<file path="src/rtl/simmem_pkg.sv">
// Shared types, constants and cost helpers for the simulated memory controller.
// Used by the read-path delay stage and its future write-path sibling.
package simmem_pkg;

  localparam int AxAddrWidth  = 20;
  localparam int AxIdWidth    = 4;
  localparam int AxLenWidth   = 8;
  localparam int AxSizeWidth  = 3;
  localparam int AxBurstWidth = 2;

  localparam int RowBufLenW = 10;
  localparam int RowIdWidth = AxAddrWidth - RowBufLenW;

  localparam int NumRSlots      = 3;
  localparam int RDataBankAddrW = 4;

  localparam int RowHitCost     = 10;
  localparam int PrechargeCost  = 50;
  localparam int ActivationCost = 45;
  localparam int MaxBurstEffLen = 4;
  localparam int MaxBurstCost   =
    PrechargeCost + ActivationCost + RowHitCost * MaxBurstEffLen;

  localparam int RDelayCntW = 8;

  typedef struct packed {
    logic [AxIdWidth-1:0]    id;
    logic [AxAddrWidth-1:0]  addr;
    logic [AxLenWidth-1:0]   burst_len;
    logic [AxSizeWidth-1:0]  burst_size;
    logic [AxBurstWidth-1:0] burst_type;
  } raddr_t;

  typedef struct packed {
    logic                      busy;
    logic [RDataBankAddrW-1:0] iid;
    logic [RDelayCntW-1:0]     counter;
  } rdelay_slot_t;

  function automatic logic [RowIdWidth-1:0] get_row_id(
    logic [AxAddrWidth-1:0] addr
  );
    return RowIdWidth'(addr >> RowBufLenW);
  endfunction

  function automatic logic [RDelayCntW-1:0] get_burst_cost(
    logic                  row_hit,
    logic                  row_open,
    logic [AxLenWidth-1:0] burst_len
  );
    int unsigned eff_len;
    int unsigned cost;
    eff_len = 32'(burst_len) + 1;
    if (eff_len > MaxBurstEffLen) eff_len = MaxBurstEffLen;
    cost = RowHitCost * eff_len;
    if (!row_open) cost = cost + ActivationCost;
    else if (!row_hit) cost = cost + PrechargeCost + ActivationCost;
    return RDelayCntW'(cost);
  endfunction

endpackage

</file>
<file path="src/rtl/simmem_prio_pick.sv">
// Lowest-index-first picker: one-hot grant, found flag and binary index.
module simmem_prio_pick #(
  parameter int N    = 3,
  parameter int IdxW = (N > 1) ? $clog2(N) : 1
) (
  input  logic [N-1:0]    req_i,
  output logic [N-1:0]    onehot_o,
  output logic            found_o,
  output logic [IdxW-1:0] idx_o
);

  always_comb begin
    onehot_o = '0;
    found_o  = 1'b0;
    idx_o    = '0;
    for (int i = N - 1; i >= 0; i--) begin
      if (req_i[i]) begin
        onehot_o    = '0;
        onehot_o[i] = 1'b1;
        found_o     = 1'b1;
        idx_o       = IdxW'(i);
      end
    end
  end

endmodule

</file>
<file path="src/rtl/simmem_rdelay_slots.sv">
// Read-path delay stage: holds outstanding bursts, charges a row-buffer
// aware service cost, and releases each burst's iid once it has elapsed.
module simmem_rdelay_slots
  import simmem_pkg::*;
#(
  parameter int NumSlots = NumRSlots,
  parameter int CntW     = RDelayCntW
) (
  input  logic                       clk_i,
  input  logic                       rst_i,
  input  logic [$bits(raddr_t)-1:0]  raddr_i,
  input  logic [RDataBankAddrW-1:0]  iid_i,
  input  logic                       raddr_valid_i,
  output logic                       raddr_ready_o,
  output logic                       release_valid_o,
  output logic [RDataBankAddrW-1:0]  release_iid_o,
  input  logic                       release_ready_i
);

  localparam int IdxW = (NumSlots > 1) ? $clog2(NumSlots) : 1;

  if (CntW != RDelayCntW || MaxBurstCost >= (1 << CntW)) begin : g_cnt_chk
    $error("delay counter cannot hold the maximum burst cost");
  end

  raddr_t raddr;
  assign raddr = raddr_t'(raddr_i);

  rdelay_slot_t [NumSlots-1:0] slot_q, slot_d;
  logic [RowIdWidth-1:0] open_row_q, open_row_d;
  logic                  open_row_valid_q, open_row_valid_d;
  logic                  ready_q, ready_d;

  logic [NumSlots-1:0] free, expired, busy_d;
  logic [NumSlots-1:0] alloc_oh, rel_oh;
  logic                alloc_found, rel_found;
  logic [IdxW-1:0]     alloc_idx, rel_idx;

  logic [RowIdWidth-1:0] row_id;
  logic                  row_hit;
  logic [RDelayCntW-1:0] cost;
  logic                  accept, rel_hs;

  always_comb begin
    for (int i = 0; i < NumSlots; i++) begin
      free[i]    = ~slot_q[i].busy;
      expired[i] = slot_q[i].busy && (slot_q[i].counter == '0);
    end
  end

  simmem_prio_pick #(.N(NumSlots), .IdxW(IdxW)) u_alloc (
    .req_i    (free),
    .onehot_o (alloc_oh),
    .found_o  (alloc_found),
    .idx_o    (alloc_idx)
  );

  simmem_prio_pick #(.N(NumSlots), .IdxW(IdxW)) u_release (
    .req_i    (expired),
    .onehot_o (rel_oh),
    .found_o  (rel_found),
    .idx_o    (rel_idx)
  );

  assign row_id  = get_row_id(raddr.addr);
  assign row_hit = open_row_valid_q && (open_row_q == row_id);
  assign cost    = get_burst_cost(row_hit, open_row_valid_q, raddr.burst_len);

  assign raddr_ready_o   = ready_q;
  assign release_valid_o = rel_found;
  assign release_iid_o   = rel_found ? slot_q[rel_idx].iid : '0;

  assign accept = raddr_valid_i && ready_q && alloc_found;
  assign rel_hs = rel_found && release_ready_i;

  always_comb begin
    slot_d           = slot_q;
    open_row_d       = open_row_q;
    open_row_valid_d = open_row_valid_q;
    for (int i = 0; i < NumSlots; i++) begin
      if (slot_q[i].busy && slot_q[i].counter != '0) begin
        slot_d[i].counter = slot_q[i].counter - 1'b1;
      end
      if (rel_hs && rel_oh[i]) slot_d[i].busy = 1'b0;
      if (accept && alloc_oh[i]) begin
        slot_d[i].busy    = 1'b1;
        slot_d[i].iid     = iid_i;
        slot_d[i].counter = cost - 1'b1;
      end
    end
    if (accept) begin
      open_row_d       = row_id;
      open_row_valid_d = 1'b1;
    end
  end

  // Ready is registered so a slot freed this cycle only shows up next cycle.
  always_comb begin
    for (int i = 0; i < NumSlots; i++) busy_d[i] = slot_d[i].busy;
    ready_d = |(~busy_d);
  end

  always_ff @(posedge clk_i) begin
    if (rst_i) begin
      slot_q           <= '0;
      open_row_q       <= '0;
      open_row_valid_q <= 1'b0;
      ready_q          <= 1'b0;
    end else begin
      slot_q           <= slot_d;
      open_row_q       <= open_row_d;
      open_row_valid_q <= open_row_valid_d;
      ready_q          <= ready_d;
    end
  end

  logic unused_fields;
  assign unused_fields = ^{raddr.id, raddr.burst_size, raddr.burst_type,
                           alloc_idx};

endmodule

</file>
<file path="config.mk">
export PLATFORM = sky130hd
export DESIGN_NAME = simmem_rdelay_slots
export DESIGN_NICKNAME = d
export VERILOG_FILES = /design/src/rtl/simmem_pkg.sv /design/src/rtl/simmem_prio_pick.sv /design/src/rtl/simmem_rdelay_slots.sv
export SDC_FILE = /design/constraint.sdc
export NUM_CORES = 1
export LEC_CHECK = 0
export CORE_MARGIN = 2
export CORE_UTILIZATION = 59
export CTS_BUF_LIST = sky130_fd_sc_hd__clkbuf_8 sky130_fd_sc_hd__clkbuf_16
export DETAILED_ROUTE_END_ITERATION = 16
export PLACE_DENSITY = 0.95
export SLEW_MARGIN = 20
export SYNTH_ARGS = -nofsm -noshare
export SYNTH_HDL_FRONTEND = slang
export SYNTH_SLANG_ARGS = --single-unit
</file>
<file path="constraint.sdc">
create_clock -name clk_i -period 6.7 [get_ports clk_i]
set_input_delay 1.34 -clock clk_i [delete_from_list [all_inputs] [get_ports clk_i]]
set_output_delay 1.34 -clock clk_i [all_outputs]
set_load 0.01 [all_outputs]
</file>
Word level (Yosys, flattened, before mapping). Index checks and enable logic that the tools add are counted.

Add/sub/neg operators: 8. Multiply operators: 1. Divide/modulo/power cells: 0. Magnitude comparators: 2. Eq/ne operators: 1. Shift-type cells: 0. Multiplexer cells: 30. Bitwise gates (word level): 1. Reduce and logical (&&, ||, !) cells: 26.

Operator list (number): two-way mux 8 bit (5); two-way mux 13 bit (3); subtractor 8 x 1 -> 8 bit, second input constant (4); binary-select mux 13 bit (select 2 bit) (1); adder 8 x 6 -> 8 bit, second input constant (3); zero test 8 bit (3); nonzero test 8 bit (3); two-way mux 3 bit (6); logical AND 1 bit (16); two-way mux 12 bit (1); equality test 10 bit (1); adder 8 x 1 -> 9 bit, second input constant (1); > comparator 9 x 3 -> 1 bit, second input constant (1); multiplier 3 x 9 -> 7 bit, first input constant (1); two-way mux 1 bit (9); two-way mux 9 bit (1); two-way mux 2 bit (3); nonzero test 2 bit (3); two-way mux 4 bit (1); < comparator 2 x 3 -> 1 bit, second input constant (1); inverter 3 bit (1); OR reduction 3 bit (1).

Register bits after elaboration: 51. Bits in latches: 0. Bits in writable memories: 0. Bits in read-only memories: 0. Bits of input ports: 45. Output and inout port bits: 6. Logic and storage cells: 81. Memories kept: 0.

Depth between registers and ports, before layout.
Depth in word-level cells: 12. Mapped depth: 16. Depth with buffers taken out: 16.

Cells and area by module. A second synthesis with hierarchy kept.

Cells, all modules: 475. Area, all modules: 3585.9 um2.

Modules (own cells, without submodules): simmem_rdelay_slots (times used 1, cells an instance 463, area each 3500.9 um2, sequential area each 1021.0 um2); simmem_prio_pick (times used 2, cells an instance 6, area each 42.5 um2, sequential area each 0.0 um2).

Worst setup path before layout. No wires, ideal clock.

Path type: input port to flip-flop. Start point: input port raddr_i[5]. End point: register slot_q[33] (netlist bit). Library setup time: 103 ps. Arrival: 4873 ps. Required time: 6597 ps. Slack: 1724 ps. Cell stages on the path: 15. Path buffers: 1. Cells stage by stage: ha_1 > or4_1 > a222oi_1 > nand3_1 > inv_1 > ha_1 > ha_1 > fa_1 > buf_1 > a21o_1 > o22ai_1 > and3_1 > o221ai_2 > xnor2_1 > a2111oi_2.

Longest elaborated chain between the ends: 10. Elaborated cells on any way between the ends: 11. Classes of those cells: add/sub (5); mul (1); order compare (1); mux (4).

Ends and longest elaborated chain: start, declared (line simmem_rdelay_slots.sv:11) `input logic [$bits(raddr_t)-1:0] raddr_i,`; adder 8 x 1 -> 9 bit (*) (line simmem_pkg.sv:53) `eff_len = 32'(burst_len) + 1;`; > comparator 9 x 3 -> 1 bit (line simmem_pkg.sv:54) `if (eff_len > MaxBurstEffLen) eff_len = MaxBurstEffLen;`; two-way mux 9 bit (*) (line simmem_pkg.sv:54); multiplier 3 x 9 -> 7 bit (*) (line simmem_pkg.sv:55) `cost = RowHitCost * eff_len;`; adder 8 x 6 -> 8 bit (2 in a row) (line simmem_pkg.sv:57) `else if (!row_hit) cost = cost + PrechargeCost + ActivationCost;`; two-way mux 8 bit (line simmem_pkg.sv:57); two-way mux 8 bit (*) (line simmem_pkg.sv:56) `if (!row_open) cost = cost + ActivationCost;`; subtractor 8 x 1 -> 8 bit (*) (line simmem_rdelay_slots.sv:88) `slot_d[i].counter = cost - 1'b1;`; two-way mux 13 bit (*) (line simmem_rdelay_slots.sv:85) `if (accept && alloc_oh[i]) begin`; end signal, assigned (line simmem_rdelay_slots.sv:110) `slot_q <= slot_d;`; end, declared (line simmem_rdelay_slots.sv:29) `rdelay_slot_t [NumSlots-1:0] slot_q, slot_d;`.

Every way passes the cells marked *; elsewhere a longest branch is shown, timed or not. A chain may end at the register's enable or synchronous reset.

Final worst setup path.
Start point: input port raddr_i[5]. End point: register slot_q[7] (netlist bit).

The elaborated chain is that of the path after synthesis.

==> impl_table.tex <==
\begin{tabular}{lr}
\hline
Metric & Value \\
\hline
\multicolumn{2}{l}{\textbf{Setup path}} \\
Cells along the critical path & clkdlybuf4s50\_1 > ha\_1 > inv\_1 > or3\_1 > a222oi\_1 > buf\_4 > nand3\_1 > inv\_1 > ha\_1 > ha\_1 > fa\_1 > a21o\_1 > o22ai\_1 > and3\_1 > o221ai\_2 > xnor2\_1 > a221oi\_1 \\
CP Data Required Time & 6.85 ns \\
Critical Path Fanout Max & 9 \\
CP top delay family & adder cells \\
Path type of the worst setup path & input pin to flop \\
Sort of element at the start of the critical path & input pin \\
Path depth of the worst reg2reg path & 7 \\
Cell at the slowest stage of the critical path & sky130\_fd\_sc\_hd\_\_clkdlybuf4s50\_1 \\
Cell with the most instances on the worst path & sky130\_fd\_sc\_hd\_\_ha\_1 \\
Number of buffers and inverters on the critical path & 4 \\
Type of element capturing the critical path & flop \\
Levels on crit path & 17 \\
Arrival time at the worst endpoint & 5.95 ns \\
Slowest cell delay on critical path & 0.62 ns \\
\multicolumn{2}{l}{\textbf{Global route}} \\
Maximum number of pins on one net before global-route repair & 54 \\
Antenna violations before repair & 0 \\
Tot GR Track Use & 0.263 \\
Vias in the first global route & 3085 \\
Wire length of the first global-routing pass & 13300 µm \\
Overflow left after global routing & 0 \\
\multicolumn{2}{l}{\textbf{Power and ir drop}} \\
Power density cells & 180 nW/µm² \\
Leak pwr & 1.41 nW \\
Largest vdd supply drop & 0.000205 V \\
\multicolumn{2}{l}{\textbf{STA}} \\
RSZ-0062 raised after global routing & false \\
Worst clock skew on the final layout & 0.00696 ns \\
Number of endpoints with negative hold slack in the final report & 0 \\
Smallest setup slack after layout & 0.899 ns \\
\# setup viols final & 0 \\
Shortest period the worst path allows & 5.80 ns \\
Final hold slack & 0.462 ns \\
Fmax achieved & 172 MHz \\
Max\_slew headroom & 0.310 \\
Part of the cycle the worst path needs & 0.866 \\
Final-report max-slew violation count & 0 \\
Worst-margin pin slew & 1.03 ns \\
Summed negative setup slack over all endpoints & 0 ns \\
\multicolumn{2}{l}{\textbf{Logic synthesis}} \\
Number of enable flip-flop cells after synthesis & 0 \\
Synthesized cell area & 3340 µm² \\
Register area share after synthesis & 0.306 \\
Number of synthesis warnings & 0 \\
Gate Count Post-Synth & 446 \\
Number of synthesized register bits & 51 \\
Most used DFF post-synth & sky130\_fd\_sc\_hd\_\_dfxtp\_1 \\
Average size of a mapped cell & 7.48 µm² \\
Post-synth cell types & 57 \\
Post-synth ARST share & 0 \\
\multicolumn{2}{l}{\textbf{Final layout}} \\
Area of all placed cells without fillers & 3780 µm² \\
Multi-input combinational cell area & 2190 µm² \\
Count of nets after finishing & 532 \\
Most used cells in the layout excluding fill and tap cells & sky130\_fd\_sc\_hd\_\_nand2\_1 (72), sky130\_fd\_sc\_hd\_\_dfxtp\_1 (51), sky130\_fd\_sc\_hd\_\_nor2\_1 (48) \\
FF+latch area & 1020 µm² \\
Area overhead of the layout relative to synthesis & 13.3\% \\
Layout cell share with drive strength beyond 1 & 0.0447 \\
Filler Cell Count & 441 \\
Most common cell after layout, fill and taps aside & sky130\_fd\_sc\_hd\_\_nand2\_1 \\
Number of antenna diodes & 0 \\
\multicolumn{2}{l}{\textbf{CTS}} \\
\# hold bufs at CTS & 0 \\
TritonCTS Buffers & 5 \\
Number of buffers on the longest clock path & 2 \\
H-Tree Depth & 2 \\
Master cell of the clock root buffer & sky130\_fd\_sc\_hd\_\_clkbuf\_8 \\
Number of sinks handled by clock tree synthesis & 51 \\
Setup Fix Bufs, Post-CTS & 0 \\
Count of cells resized by post-cts repair & 0 \\
Register clock-pin slew on the reported worst setup and hold paths & 0.09 ns \\
CTS tree & done \\
Clock network latency to the later pin of the worst-skew pair & 0.31 ns \\
\multicolumn{2}{l}{\textbf{Route}} \\
Via-to-Cell Ratio & 6.15 \\
Routed length per placed instance & 14.8 µm \\
1st-iter DRT viols & 265 \\
First drt pass iteration count & 5 \\
DRC violation count after routing & 0 \\
Antenna violation net count after detailed routing & 0 \\
Total detailed-routing wirelength & 8050 µm \\
Vias & 3336 \\
\multicolumn{2}{l}{\textbf{Run}} \\
Maxcap violations & 0 \\
\multicolumn{2}{l}{\textbf{Hold path}} \\
Cell count of the worst hold path & 2 \\
Tightest Hold Check Type & flop to flop \\
\multicolumn{2}{l}{\textbf{Run status}} \\
Status & finished, final reports clean \\
\multicolumn{2}{l}{\textbf{Die}} \\
Floorplan Core Area & 5470 µm² \\
Number of core rows & 27 \\
Die ar. & 6280 µm² \\
Die W & 79.2 µm \\
Die Ht & 79.2 µm \\
Number of primary I/O pins & 51 \\
Initial core utilization & 0.610 \\
\multicolumn{2}{l}{\textbf{Placement}} \\
Post-placement worst setup slack & 0.664 ns \\
\# port buffers & 31 \\
HPWL after detailed placement & 5910 µm \\
Instance area after placement & 3700 µm² \\
Routability congestion estimate & 0.872 \\
\hline
\end{tabular}
==> stage by stage <==
stage          std cells  power, mW  utilization
4_1_cts              542      0.681        0.691
3_5_place_dp         535      0.502        0.675
5_1_grt              542      0.713        0.691
2_1_floorplan        449      0.452            -
3_3_place_gp         535      0.495        0.675
6_report             542      0.683        0.691
==> cells by family (layout without fill, tap and decap cells) <==
family	after synthesis	after routing	synth area share
other cells	1	4	0.00112
fa+ha+maj	17	17	0.0660
buf+inv	36	57	0.0405
mux	12	12	0.0367
flops	51	51	0.306
simple gates	191	191	0.266
compound gates	113	113	0.219
xor+xnor	25	25	0.0656
==> path summary, 6_finish.rpt <==
check	startpoint	to	slack, ns
max	raddr_i[5]	slot_q[7]$_SDFFE_PP0P_	0.90
min	slot_q[9]$_SDFFE_PP0P_	slot_q[9]$_SDFFE_PP0P_	0.46
max reg2reg	open_row_valid_q$_SDFFE_PP0P_	slot_q[17]$_SDFFE_PP0P_	3.61
min reg2reg	slot_q[9]$_SDFFE_PP0P_	slot_q[9]$_SDFFE_PP0P_	0.46
==> worst min-delay path: stages (launching register included) <==
cell,delay (ns)
sky130_fd_sc_hd__dfxtp_1,0.32
sky130_fd_sc_hd__nand2_1,0.05
sky130_fd_sc_hd__a21oi_1,0.05
==> power breakdown <==
part	leakage [nW]	internal, mW	switching, mW	total, mW
Clock	0.0470	0.0812	0.100	0.181
Combinational	0.944	0.0725	0.0943	0.167
Sequential	0.415	0.319	0.0159	0.335
==> flip-flops by register name (all words and copies together) (netlist names) <==
| name | count |
|---|---|
| slot_q | 39 |
| open_row_q | 10 |
| open_row_valid_q | 1 |
| raddr_ready_o | 1 |
==> cell type report <==
cell class,count,area share
clock buffer,6,0.0218
clock inverter,1,0.00132
inverter,15,0.0149
multi-input combinational,362,0.580
sequential,51,0.270
tap,72,0.0238
timing repair buffer,35,0.0886
==> routing by layer <==
layer  GRT usage  vias to the layer above  share of wire
met3      0.0500                       25          0.058
met2       0.465                      133           0.49
met4       0.126                        0          0.035
li1            -                     1625              -
met5           0                        -              0
met1       0.305                     1553           0.42
==> synth_stat cells, drive strengths merged (2+ instances only) <==
cell	number	area [µm²]
nor3	17	85.1
ha	16	200
dfxtp	51	1020
buf	2	7.51
a31oi	2	12.5
and3	4	25.0
clkbuf	19	71.3
o21ai	18	90.1
a22oi	5	37.5
mux2i	10	100
and2	4	25.0
a222oi	2	20.0
a21o	4	30.0
or3	4	25.0
or2	2	12.5
nor2	48	180
o22ai	5	31.3
nor3b	3	22.5
o21bai	3	22.5
nand4b	2	17.5
a221oi	4	35.0
nand3	12	65.1
nand2	72	270
nor2b	2	12.5
mux2	2	22.5
nand4	3	18.8
a311oi	2	17.5
a211oi	10	75.1
xor2	8	70.1
xnor2	17	149
a21oi	44	220
inv	15	56.3
nor4	5	31.3
o21a	2	15.0
nand2b	7	43.8
No activity file was read; power rests on OpenSTA's default activity.
